<file path="src/rtl/tc_to_signmag_norm.sv">
// Two's-complement to sign/magnitude converter with iterative left normalization.
// One word in flight; the shift count feeds exponent adjustment downstream.
module tc_to_signmag_norm #(
  parameter int DATA_WIDTH = 8,
  parameter int SHIFT_W    = $clog2(DATA_WIDTH)
) (
  input  logic                  clk,
  input  logic                  rst_n,
  input  logic                  in_valid,
  output logic                  in_ready,
  input  logic [DATA_WIDTH-1:0] in_data,
  output logic                  out_valid,
  input  logic                  out_ready,
  output logic                  out_sign,
  output logic [DATA_WIDTH-1:0] out_mag,
  output logic [SHIFT_W-1:0]    out_shift,
  output logic                  out_zero
);

  typedef enum logic [1:0] {IDLE, CONV, NORM, DONE} state_t;

  state_t                r_state;
  state_t                w_next;
  logic [DATA_WIDTH-1:0] r_word;
  logic [DATA_WIDTH-1:0] r_mag;
  logic                  r_sign;
  logic [SHIFT_W-1:0]    r_cnt;
  logic                  r_out_sign;
  logic [DATA_WIDTH-1:0] r_out_mag;
  logic [SHIFT_W-1:0]    r_out_shift;
  logic                  r_out_zero;
  logic [DATA_WIDTH-1:0] w_abs;
  logic                  w_mag_zero;
  logic                  w_mag_top;

  // Most-negative input negates to itself, which is exactly 2^(N-1) unsigned.
  assign w_abs      = r_word[DATA_WIDTH-1] ? (~r_word + DATA_WIDTH'(1)) : r_word;
  assign w_mag_zero = (r_mag == '0);
  assign w_mag_top  = r_mag[DATA_WIDTH-1];

  assign in_ready  = (r_state == IDLE);
  assign out_valid = (r_state == DONE);
  assign out_sign  = r_out_sign;
  assign out_mag   = r_out_mag;
  assign out_shift = r_out_shift;
  assign out_zero  = r_out_zero;

  always_comb begin
    w_next = r_state;
    case (r_state)
      IDLE:    if (in_valid) w_next = CONV;
      CONV:    w_next = NORM;
      NORM:    if (w_mag_zero || w_mag_top) w_next = DONE;
      DONE:    if (out_ready) w_next = IDLE;
      default: w_next = IDLE;
    endcase
  end

  always_ff @(posedge clk or negedge rst_n) begin
    if (!rst_n) r_state <= IDLE;
    else        r_state <= w_next;
  end

  always_ff @(posedge clk or negedge rst_n) begin
    if (!rst_n) begin
      r_word      <= '0;
      r_mag       <= '0;
      r_sign      <= 1'b0;
      r_cnt       <= '0;
      r_out_sign  <= 1'b0;
      r_out_mag   <= '0;
      r_out_shift <= '0;
      r_out_zero  <= 1'b0;
    end else begin
      case (r_state)
        IDLE: if (in_valid) r_word <= in_data;
        CONV: begin
          r_sign <= r_word[DATA_WIDTH-1];
          r_mag  <= w_abs;
          r_cnt  <= '0;
        end
        NORM: begin
          // Output registers load only on completion so they hold between results.
          if (w_mag_zero) begin
            r_out_sign  <= r_sign;
            r_out_mag   <= '0;
            r_out_shift <= '0;
            r_out_zero  <= 1'b1;
          end else if (w_mag_top) begin
            r_out_sign  <= r_sign;
            r_out_mag   <= r_mag;
            r_out_shift <= r_cnt;
            r_out_zero  <= 1'b0;
          end else begin
            r_mag <= {r_mag[DATA_WIDTH-2:0], 1'b0};
            r_cnt <= r_cnt + SHIFT_W'(1);
          end
        end
        default: ;
      endcase
    end
  end

endmodule

</file>
<file path="config.mk">
export PLATFORM = sky130hd
export DESIGN_NAME = tc_to_signmag_norm
export DESIGN_NICKNAME = d
export VERILOG_FILES = /design/src/rtl/tc_to_signmag_norm.sv
export SDC_FILE = /design/constraint.sdc
export NUM_CORES = 1
export LEC_CHECK = 0
export ABC_AREA = 1
export BUFFER_PORTS_ARGS = -buffer_cell sky130_fd_sc_hd__buf_2
export CAP_MARGIN = 5
export CORE_MARGIN = 1.5
export CORE_UTILIZATION = 30
export DETAILED_ROUTE_END_ITERATION = 12
export HOLD_SLACK_MARGIN = 0.06
export SKIP_CTS_REPAIR_TIMING = 1
export SLEW_MARGIN = 20
export SYNTH_ARGS = -nofsm -noshare
export SYNTH_HDL_FRONTEND = slang
export SYNTH_SLANG_ARGS = --single-unit
</file>
<file path="constraint.sdc">
create_clock -name clk -period 3.5 [get_ports clk]
set_input_delay 0.35 -clock clk [delete_from_list [all_inputs] [get_ports clk]]
set_output_delay 0.35 -clock clk [all_outputs]
set_load 0.01 [all_outputs]
</file>
==> results.json <==
{
  "drtIter0Drc": 96,
  "synth_edf_count": 0,
  "drv_cap": 0,
  "synthArstFlopShare": 1.00,
  "yosys.area.top_type": "dfrtp_1",
  "antenna_found_initial": 0,
  "die_h_microns": 78.0,
  "clock_latency_ns": 0.29,
  "p_leak_nw": 1.07,
  "synth_warnings": 0,
  "post_route_cells_drive_above_1_share": 0.180,
  "yosysUniqueCellTypes": 22,
  "grt_pass1_vias": 1279,
  "status": "finished, final reports clean",
  "clk_path_buf_depth": 2,
  "globalRouteOverflowTotal": 0,
  "crit_family": "simple AND/OR/NAND/NOR gates",
  "dp_hpwl_mm": 2.34,
  "finalCriticalPeriod_ns": 1.85,
  "clkTransAtPathRegs_ns": 0.07,
  "syn_to_final_growth_pct": 17.6,
  "reg2reg_slack_ns": 1.65,
  "design.core.area_sq_um": 5470,
  "placedCellCount": 297,
  "row_count": 27,
  "rr_endpoint": "r_mag[7]$_DFFE_PN0P_",
  "die_area_sq_um": 6080,
  "ys_ff_latch": 35,
  "initial_utilization": 0.308,
  "seq_area_frac_synth": 0.519,
  "hold_class": "primary input to async pin",
  "syn_inst": 202,
  "fin_cells": 305,
  "syn_area_sq_um": 1690,
  "worstReg2RegStart": "r_state[0]$_DFFE_PN0P_",
  "slew_viol_final": 0,
  "nets": 251,
  "syn_area_per_cell_sq_um": 8.35,
  "fin_ws_ns": 1.65,
  "grt_use_total": 0.125,
  "critPathBufInv": 2,
  "port_buffers": 26,
  "relSlewSlack": 0.480,
  "worst-path-max-fanout": 16,
  "clock.fmax_mhz": 542,
  "syn_nets": 221,
  "powerDensity_nw_per_um2": 909,
  "setup_viol": 0,
  "routed_via_density": 4.39,
  "rsz0062_at_grt": "false",
  "start_kind": "flip-flop",
  "ff2ff_path_depth": 7,
  "hold_viol_final": 0,
  "antenna_cells": 0,
  "post-route-period-util": 0.527,
  "route.detailed.drc": 0,
  "grt_max_degree": 36,
  "gp_congestion": 0.784,
  "path_class": "flip-flop to flip-flop",
  "synth_flop_cell": "dfrtp_1",
  "yosysMostFrequentCell": "nand2_1",
  "post_drt_wl_per_cell_microns": 11.1,
  "clockRootBuffer": "clkbuf_8",
  "crit_slowest_cell": "nand2_1",
  "grt_pass1_wl_mm": 5.91,
  "numCtsBuffers": 5,
  "cts.sinks": 35,
  "yosysTopAreaCellShare": 0.519,
  "crit_arrival_ns": 2.02,
  "ir_drop_mv": 0.315,
  "die_w_microns": 78.0,
  "drtPass1Iterations": 4,
  "tns_ns": 0,
  "clock-skew-final_ns": 0.00419,
  "whs_ns": 0.142,
  "required_ns": 3.67,
  "wirelength_mm": 3.38,
  "htreeDepth": 2,
  "num_vias": 1339,
  "detail-route-antenna-nets": 0,
  "synth_area_leaders": "dfrtp_1, nand2_1, nand3_1",
  "path_cells": "inv_1, ha_1, inv_1, nand2_1, o21ai_0, nand2_1, o21ai_0",
  "tightest_slew_ns": 0.781,
  "worst_setup_path_end_kind": "flip-flop",
  "preCtsSetupSlack_ns": 1.63,
  "synth_top_cells_by_count": "nand2_1, dfrtp_1, nand3_1, nor2_1, inv_1",
  "cts_tree": "built",
  "total_power_mw": 1.80,
  "io_pins": 27,
  "critPathMaxStageDelay_ns": 0.42
}
## kinds of logic (layout without fill, tap and decap cells)
kind of cell	count (synthesis)	after routing	share of synthesized area
buffers and inverters	26	57	0.0675
AO/OA/AOI/OAI	28	28	0.0942
XOR/XNOR	2	2	0.0104
adder cells (fa/ha/maj)	7	7	0.0519
AND/OR/NAND/NOR	104	104	0.257
flip-flops	35	35	0.519
## layout by cell type (no fill, tap or decap), types with 7 or more instances in the layout
cell type  count
nand2_1       57
dfrtp_1       35
buf_2         26
nor2_1        21
nand3_1       21
inv_1         20
a21oi_1       13
o21ai_0        8
ha_1           7
clkbuf_8       7
## area by class of cell
class / count / area (sq um)
multi-input cells: 141 / 697
flip-flops and latches: 35 / 876
fillers: 595 / 3490
repair buffers: 27 / 138
inverters: 22 / 82.6
clock buffers: 8 / 100
well taps: 72 / 90.1
## worst max path at each step
stage	cells past startpoint	from	slack, ns	to
2_1_floorplan	8	r_state[0]$_DFFE_PN0P_	2.01	r_mag[3]$_DFFE_PN0P_
5_1_grt	7	r_state[0]$_DFFE_PN0P_	1.43	r_mag[7]$_DFFE_PN0P_
4_1_cts	7	r_state[0]$_DFFE_PN0P_	1.63	r_mag[7]$_DFFE_PN0P_
3_3_place_gp	7	r_state[0]$_DFFE_PN0P_	1.73	r_mag[7]$_DFFE_PN0P_
3_5_place_dp	7	r_state[0]$_DFFE_PN0P_	1.63	r_mag[7]$_DFFE_PN0P_
6_report	7	r_state[0]$_DFFE_PN0P_	1.65	r_mag[7]$_DFFE_PN0P_
## where the power goes
group,total [mW],switching [mW],internal (mW)
clock network,0.321,0.141,0.180
logic,0.765,0.479,0.286
registers,0.717,0.130,0.587
## worst register-to-register path: stages, from the launching register on
cell	delay, ns
dfrtp_1	0.41
inv_1	0.11
ha_1	0.28
inv_1	0.15
nand2_1	0.43
o21ai_0	0.20
nand2_1	0.10
o21ai_0	0.07
## stage by stage
stage | area, sq um | util
global route | 1980 | 0.362
detailed placement | 1880 | 0.344
CTS | 1980 | 0.362
floorplan | 1690 | -
global placement | 1880 | 0.344
finish | 1980 | 0.362
## layer usage
metal | track usage | vias up | wire (microns)
met5 | 0 | - | 0
met3 | 0.0353 | 5 | 165
met2 | 0.182 | 30 | 1410
met4 | 0.0714 | 0 | 60
met1 | 0.165 | 594 | 1750
li1 | - | 710 | -
## flip-flops by register name, indices dropped and copies added, names as in the netlist
| signal | flops |
|---|---|
| r_state | 2 |
| out_mag | 8 |
| r_cnt | 3 |
| out_zero | 1 |
| out_shift | 3 |
| r_mag | 8 |
| out_sign | 1 |
| r_word | 8 |
| r_sign | 1 |
Note: power is estimated with default switching activity, not from simulation.
